--- config.mk ---
export PLATFORM = sky130hd
export DESIGN_NAME = barcode_packer_flat
export DESIGN_NICKNAME = d
export VERILOG_FILES = /design/src/rtl/barcode_packer_if.sv /design/src/rtl/barcode_packer.sv /design/src/flat_wrapper.sv
export SDC_FILE = /design/constraint.sdc
export NUM_CORES = 1
export LEC_CHECK = 0
export ABC_AREA = 1
export ABC_CLOCK_PERIOD_IN_PS = 3200
export CORE_ASPECT_RATIO = 0.6
export CORE_MARGIN = 2
export CORE_UTILIZATION = 45
export CTS_CLUSTER_DIAMETER = 50
export CTS_CLUSTER_SIZE = 8
export DETAILED_ROUTE_END_ITERATION = 6
export PLACE_DENSITY_LB_ADDON = 0.12
export SETUP_SLACK_MARGIN = 0.02
export SLEW_MARGIN = 0
export SYNTH_ARGS = -nofsm -noshare
export SYNTH_HDL_FRONTEND = slang
export SYNTH_SLANG_ARGS = --single-unit
--- constraint.sdc ---
create_clock -name clk -period 3.2 [get_ports clk]
set_input_delay 0.64 -clock clk [delete_from_list [all_inputs] [get_ports clk]]
set_output_delay 0.64 -clock clk [all_outputs]
set_load 0.05 [all_outputs]
--- src/rtl/barcode_packer_if.sv ---
// Byte-in / word-out bus of the barcode packer: upstream byte handshake plus
// the downstream word-memory write port and frame status.
interface barcode_packer_if #(
  parameter int ADDR_W = 11
);
  logic              in_valid;
  logic              in_ready;
  logic [7:0]        in_byte;
  logic              in_last;
  logic              wr_en;
  logic [ADDR_W-1:0] wr_addr;
  logic [127:0]      wr_data;
  logic              frame_done;
  logic [ADDR_W-1:0] word_count;
  logic              overflow;

  modport master (
    output in_valid, in_byte, in_last,
    input  in_ready, wr_en, wr_addr, wr_data, frame_done, word_count, overflow
  );

  modport slave (
    input  in_valid, in_byte, in_last,
    output in_ready, wr_en, wr_addr, wr_data, frame_done, word_count, overflow
  );
endinterface

--- src/rtl/barcode_packer.sv ---
// Packs a frame of barcode bytes MSB-first into 128-bit words for a DEPTH-word memory.
// Optional PACKER_CHECKSUM_EN adds an XOR checksum output of the frame's bytes.
module barcode_packer #(
  parameter int DEPTH  = 1958,
  parameter int ADDR_W = 11
) (
  input  logic             clk,
  input  logic             rst_n,
  barcode_packer_if.slave  bus
`ifdef PACKER_CHECKSUM_EN
  ,
  output logic [7:0]       checksum
`endif
);

  typedef enum logic [1:0] {IDLE, PACK, FLUSH, DONE} state_t;

  localparam logic [ADDR_W:0]   DEPTH_W = (ADDR_W+1)'(DEPTH);
  localparam logic [ADDR_W-1:0] ONE     = {{(ADDR_W-1){1'b0}}, 1'b1};

  state_t       state;
  logic [3:0]   bidx;
  logic [127:0] word_p0;
  logic [127:0] word_nx;
  logic [127:0] wr_word;
  logic         accept;
  logic         do_write;
  logic         full;

  // Starting a word (index 0) drops the previous contents so a flushed word is zero-padded.
  function automatic logic [127:0] place_byte(input logic [127:0] cur,
                                              input logic [3:0]   idx,
                                              input logic [7:0]   b);
    logic [127:0] w;
    w = (idx == 4'd0) ? '0 : cur;
    w[8*(15-int'(idx)) +: 8] = b;
    return w;
  endfunction

  assign accept   = bus.in_valid && bus.in_ready;
  assign word_nx  = place_byte(word_p0, bidx, bus.in_byte);
  assign full     = ({1'b0, bus.word_count} >= DEPTH_W);
  assign do_write = (accept && (bidx == 4'd15)) || (state == FLUSH);
  assign wr_word  = (state == FLUSH) ? word_p0 : word_nx;

  always_ff @(posedge clk or negedge rst_n) begin
    if (!rst_n) begin
      state          <= IDLE;
      bidx           <= 4'd0;
      word_p0        <= '0;
      bus.in_ready   <= 1'b0;
      bus.wr_en      <= 1'b0;
      bus.wr_addr    <= '0;
      bus.wr_data    <= '0;
      bus.frame_done <= 1'b0;
      bus.word_count <= '0;
      bus.overflow   <= 1'b0;
`ifdef PACKER_CHECKSUM_EN
      checksum       <= 8'h00;
`endif
    end else begin
      bus.wr_en      <= 1'b0;
      bus.frame_done <= 1'b0;

      // Word commit stage: a full or flushed word goes out next cycle unless memory is full.
      if (do_write) begin
        if (full) begin
          bus.overflow <= 1'b1;
        end else begin
          bus.wr_en      <= 1'b1;
          bus.wr_addr    <= bus.word_count;
          bus.wr_data    <= wr_word;
          bus.word_count <= bus.word_count + ONE;
        end
      end

      case (state)
        IDLE, PACK: begin
          bus.in_ready <= 1'b1;
          if (accept) begin
            word_p0 <= word_nx;
            bidx    <= bidx + 4'd1;
            if (state == IDLE) begin
              bus.word_count <= '0;
              bus.overflow   <= 1'b0;
`ifdef PACKER_CHECKSUM_EN
              checksum       <= bus.in_byte;
`endif
            end else begin
`ifdef PACKER_CHECKSUM_EN
              checksum       <= checksum ^ bus.in_byte;
`endif
            end
            if (bus.in_last) begin
              bidx         <= 4'd0;
              bus.in_ready <= 1'b0;
              state        <= (bidx == 4'd15) ? DONE : FLUSH;
            end else begin
              state        <= PACK;
            end
          end
        end
        FLUSH: begin
          state <= DONE;
        end
        DONE: begin
          state          <= IDLE;
          bus.frame_done <= 1'b1;
          bus.in_ready   <= 1'b1;
        end
        default: begin
          state <= IDLE;
        end
      endcase
    end
  end

endmodule
--- src/flat_wrapper.sv ---
// flat-port wrapper written by rule: the top's interface ports become plain ports
module barcode_packer_flat 
#(
  parameter int DEPTH  = 1958,
  parameter int ADDR_W = 11
)
  (clk, rst_n, bus_in_valid, bus_in_byte, bus_in_last, bus_in_ready, bus_wr_en, bus_wr_addr, bus_wr_data, bus_frame_done, bus_word_count, bus_overflow);
  barcode_packer_if #(.ADDR_W(ADDR_W)) bus_i ();
  input  logic clk;
  input  logic rst_n;
  input wire logic [$bits(bus_i.in_valid)-1:0] bus_in_valid;
  input wire logic [$bits(bus_i.in_byte)-1:0] bus_in_byte;
  input wire logic [$bits(bus_i.in_last)-1:0] bus_in_last;
  output wire logic [$bits(bus_i.in_ready)-1:0] bus_in_ready;
  output wire logic [$bits(bus_i.wr_en)-1:0] bus_wr_en;
  output wire logic [$bits(bus_i.wr_addr)-1:0] bus_wr_addr;
  output wire logic [$bits(bus_i.wr_data)-1:0] bus_wr_data;
  output wire logic [$bits(bus_i.frame_done)-1:0] bus_frame_done;
  output wire logic [$bits(bus_i.word_count)-1:0] bus_word_count;
  output wire logic [$bits(bus_i.overflow)-1:0] bus_overflow;
  assign bus_i.in_valid = bus_in_valid;
  assign bus_i.in_byte = bus_in_byte;
  assign bus_i.in_last = bus_in_last;
  assign bus_in_ready = bus_i.in_ready;
  assign bus_wr_en = bus_i.wr_en;
  assign bus_wr_addr = bus_i.wr_addr;
  assign bus_wr_data = bus_i.wr_data;
  assign bus_frame_done = bus_i.frame_done;
  assign bus_word_count = bus_i.word_count;
  assign bus_overflow = bus_i.overflow;
  barcode_packer #(.DEPTH(DEPTH), .ADDR_W(ADDR_W)) u_core (.clk(clk), .rst_n(rst_n), .bus(bus_i));
endmodule
After elaboration in Yosys (flattened, before gate mapping) --
Cells that the tools add are included.
Storage, ports and cells: register bits after elaboration 288, input port bits 12, output and inout port bits 154, word-level logic and storage cells 56
Cells by class: $add $sub $neg 4, order comparisons 1, equality and inequality tests 5, shift operators 2, muxes and demuxes 24, bitwise gates (word level) 1, reduce and logical (&&, ||, !) cells 9
Operators with widths (number):
- two-way mux 128 bit | 2
- bitwise mux 128 bit | 1
- variable shift 8 x 33 -> 128 bit, first input constant | 1
- indexed part select 8 x 33 -> 128 bit | 1
- two-way mux 11 bit | 5
- negator 32 -> 33 bit | 1
- adder 11 x 1 -> 11 bit, second input constant | 1
- >= comparator 11 bit, second input constant | 1
- two-way mux 1 bit | 11
- case mux 2 bit (3 select lines) | 1
- subtractor 4 x 4 -> 5 bit, first input constant | 1
- adder 4 x 1 -> 4 bit, second input constant | 1
- equality test 2 bit, second input constant | 2
- equality test 4 bit, second input constant | 1
- logical NOT 4 bit | 1
- two-way mux 2 bit | 2
- two-way mux 4 bit | 1
- AND reduction 2 bit | 2
- equality test 2 x 1 -> 1 bit, second input constant | 1
- logical AND 1 bit | 2
- logical NOT 2 bit | 1
- != test 2 x 1 -> 1 bit, second input constant | 1
- case mux 1 bit (2 select lines) | 1
- nonzero test 2 bit | 1
- 3 further kinds | 3

Depth between registers and ports, before layout --
depth in word-level cells 7, mapped depth 13, gate-level depth less buffers 12

Worst setup path after synthesis --
OpenSTA, ideal clock, no wires.
path type reg-to-reg, start register u_core.bidx[0], end register u_core.bus.wr_data[93], setup time 0.077 ns, arrival time 2.162 ns, data required time 3.123 ns, slack 0.960 ns, stages on the path, launching flop included 10, buffers on the path 2, clock period less this slack 2.240 ns, cells stage by stage dfrtp_1 > inv_1 > clkbuf_1 > ha_1 > inv_2 > buf_1 > nand3_1 > o21ai_0 > nand2_1 > a21oi_1
On the way: cells in the longest elaborated chain, start to end 5, elaborated cells between the ends (all ways) 12, those cells by class add/sub (2); eq/ne (1); shift (2); mux (3); reduce/logical (4)
Ends and longest elaborated chain:
- from (decl) | line barcode_packer.sv:22 | logic [3:0] bidx;
- from (signal assigned) | line barcode_packer.sv:82 | bidx <= bidx + 4'd1;
- subtractor 4 x 4 -> 5 bit | line barcode_packer.sv:36 | w[8*(15-int'(idx)) +: 8] = b;
- negator 32 -> 33 bit | line barcode_packer.sv:36
- indexed part select 8 x 33 -> 128 bit or variable shift 8 x 33 -> 128 bit (tied branches) | line barcode_packer.sv:36
- bitwise mux 128 bit | line barcode_packer.sv:36
- two-way mux 128 bit | line barcode_packer.sv:44 | assign wr_word = (state == FLUSH) ? word_p0 : word_nx;
- to (signal assigned) | line barcode_packer.sv:72 | bus.wr_data <= wr_word;
- to (decl) | line barcode_packer_if.sv:24 | output in_ready, wr_en, wr_addr, wr_data, frame_done, word_count, overflow
Parallel ways exist; a longest one is shown, timed or not. A chain may end at the register's enable or synchronous reset.

Worst setup path after layout --
start register u_core.bidx[0], end register u_core.bus.wr_data[88]
Same word-level chain as after synthesis.

==> flow_summary_export.csv <==
group,metric,value,unit
cts,cts_root_buffer,"clkbuf_16",
final_layout,fin_util,0.561,
final_layout,layout-drive-gt1-share,0.0496,
run_status,status,"completed",
cts,clock_latency,540,ps
cts,cts_tree,"yes",
run,maxCapViolations,0,
floorplan,fp.dieH,143,um
detailed_routing,drtIter0Drc,1515,
detailed_routing,wl_per_cell,18.4,um
floorplan,core_area,31500,um2
setup_path,worstRegToRegCells,7,
cts,htreeDepth,2,
timing,fin_crit_sh,0.907,
detailed_routing,num_vias,14000,
yosys,ys_types,28,
place,place_congestion,0.870,
timing,worst_pin_slew,855,ps
detailed_routing,antenna_left,0,
yosys,syn_inst,1960,
pwr,worst_ir_drop_vdd,0.606,mV
yosys,yosys.area.top_type,"dfrtp_1",
global_routing,grt_pass1_wl,73300,um
detailed_routing,viasPerCell,5.60,
floorplan,die-area,33900,um2
yosys,syn-cell-area,14600,um2
timing,post-route-min-period,2900,ps
timing,final-setup-viol-count,0,
yosys,yosysWarnings,0,
global_routing,overflow,0,
final_layout,area_growth_syn_to_layout,21.4,%
setup_path,worstSetupPathType,"flop to flop",
cts,cts.path.max_buffers,3,
floorplan,die_w,236,um
floorplan,ios,166,
setup_path,cp.required,3660,ps
detailed_routing,drt_first_pass_iters,5,
timing,fin_skew,16.4,ps
worst_hold_path,hold_path.class,"flop to flop",
timing,final.setup.tns,0,ps
timing,finalHoldViolations,0,
cts,clock-sinks,288,
yosys,ys_seq_area_frac,0.494,
global_routing,grtUsageTotal,0.274,
setup_path,cp.arrival,3370,ps
pwr,power_density,1140,nW/um2
detailed_routing,finalWirelength,46000,um
setup_path,r2r_setup_slack,300,ps
cts,clk_pin_slew,50,ps
yosys,synth_area_leaders,"dfrtp_1 49%, nand2_1 16%, nand3_1 6.9%, a21oi_1 5.5%, o21ai_0 4.9%",
timing,maxSlewHeadroom,0.430,
setup_path,endpoint_kind,"flop",
place,io_buffer_count,165,
global_routing,grt_pass1_vias,13100,
timing,drv_slew,0,
setup_path,path_max_fanout,28,
final_layout,final_nets,2096,
setup_path,critPathLaunchType,"flop",
floorplan,num_rows,50,
detailed_routing,drc,0,
yosys,synth_fp_nets,1979,
worst_hold_path,hold_depth,2,
yosys,ys_ff_latch,288,
global_routing,grt_max_degree,154,
floorplan,initial_core_util,0.462,
global_routing,antenna_found_initial,1,
yosys,synth_top_cell_area_share,0.494,
timing,fmax,345,MHz
yosys,avgSynthCellArea,7.44,um2
cts,cts_buffers,41,
pwr,power.leakage,0.00841,uW
timing,rsz0062_at_grt,"false",
place,dpl.hpwl,28900,um
-- flip-flops by register name, indices dropped and copies added (netlist names) --
| name | flops |
|---|---|
| u_core.bus.wr_data | 128 |
| u_core.word_p0 | 128 |
| u_core.state | 2 |
| u_core.bus.wr_en | 1 |
| u_core.bidx | 4 |
| u_core.bus.frame_done | 1 |
| u_core.bus.word_count | 11 |
| u_core.bus.in_ready | 1 |
| u_core.bus.wr_addr | 11 |
| u_core.bus.overflow | 1 |
-- metrics by stage --
stage | setup slack, ps | hold slack (ps) | area [um2] | total power, uW | instances
global route | 102 | 492 | 17700 | 21400 | 2494
CTS | 355 | 478 | 17700 | 20200 | 2494
finish | 297 | 474 | 17700 | 20200 | 2495
floorplan | 960 | 344 | 14600 | 12700 | 1960
detailed placement | 402 | 464 | 16600 | 16200 | 2449
global placement | 488 | 462 | 16600 | 16100 | 2449
-- cell usage after synthesis, drive strengths merged --
cell type and number:
a31oi 32, ha 7, nor3 4, dfrtp 288
nand3 202, xor2 2, clkbuf 60, nand2 624
o21ai 161, o21a 1, a21oi 161, nand4 46
o22ai 3, buf 67, inv 120, nor2 182
-- cells in the final DEF, fill, tap and decap left out, drive strengths merged --
cell / count
a31oi: 32
o21ai: 161
nor3: 4
o21a: 1
clkbuf: 43
a21oi: 161
o22ai: 3
nand4: 46
ha: 7
buf: 36
xor2: 2
diode: 1
dfrtp: 288
nor2: 182
inv: 121
clkdlybuf4s50: 164
nand2: 624
nand3: 202
dlygate4sd3: 1
-- worst max-delay path, cell delays in order (launching register included) --
cell	delay, ps
dfrtp_1	480
inv_1	250
ha_1	450
inv_2	380
nand3_1	520
o21ai_0	500
nand2_1	100
a21oi_1	130
-- repair_timing --
| action | 4_1_cts | 5_1_grt |
|---|---|---|
| hold buffers | 1 | 0 |
| resized for setup | 0 | 1 |
| endpoints found under the setup margin | 0 | 2 |
| buffers inserted | 0 | 0 |
| hold endpoints to repair | 28 | 0 |
-- layer usage --
metal	GRT usage	routed length (um)	share of wire
met1	0.420	22200	0.48
met2	0.383	18900	0.41
met4	0.0809	912	0.020
met3	0.0613	3930	0.085
met5	0	0	0
-- path summary, 6_finish.rpt --
check                                                   start                            endpoint
max                                u_core.bidx[0]$_DFFE_PN0P_  u_core.bus.wr_data[88]$_DFFE_PN0P_
min                        u_core.bus.wr_data[48]$_DFFE_PN0P_  u_core.bus.wr_data[48]$_DFFE_PN0P_
max reg2reg                        u_core.bidx[0]$_DFFE_PN0P_  u_core.bus.wr_data[88]$_DFFE_PN0P_
min reg2reg                u_core.bus.wr_data[48]$_DFFE_PN0P_  u_core.bus.wr_data[48]$_DFFE_PN0P_
max in group asynchronous                               rst_n  u_core.bus.wr_data[88]$_DFFE_PN0P_
min in group asynchronous                               rst_n      u_core.word_p0[98]$_DFFE_PN0P_
-- cells by family after synthesis --
group	Yosys count	share of synthesized area
xor+xnor	2	0.00120
fa+ha+maj	7	0.00601
buf+inv	247	0.0698
compound gates	358	0.127
simple gates	1058	0.302
flops	288	0.494
-- power by group --
group	switching (uW)	leakage, uW	internal [uW]	total [uW]
logic	7710	0.00412	2970	10700
clock network	1560	0.000534	2340	3910
registers	827	0.00375	4780	5610
total	10100	0.00841	10100	20200
-- final cells by class --
type / instances / area (um2)
Antenna cell: 1 / 2.50
Clock buffer: 43 / 1080
Clock inverter: 1 / 8.76
Fill cell: 2916 / 13800
Inverter: 120 / 450
Multi-Input combinational cell: 1425 / 6380
Sequential cell: 288 / 7210
Tap cell: 416 / 520
Timing Repair Buffer: 201 / 2050
Note: power is estimated with default switching activity, not from simulation.
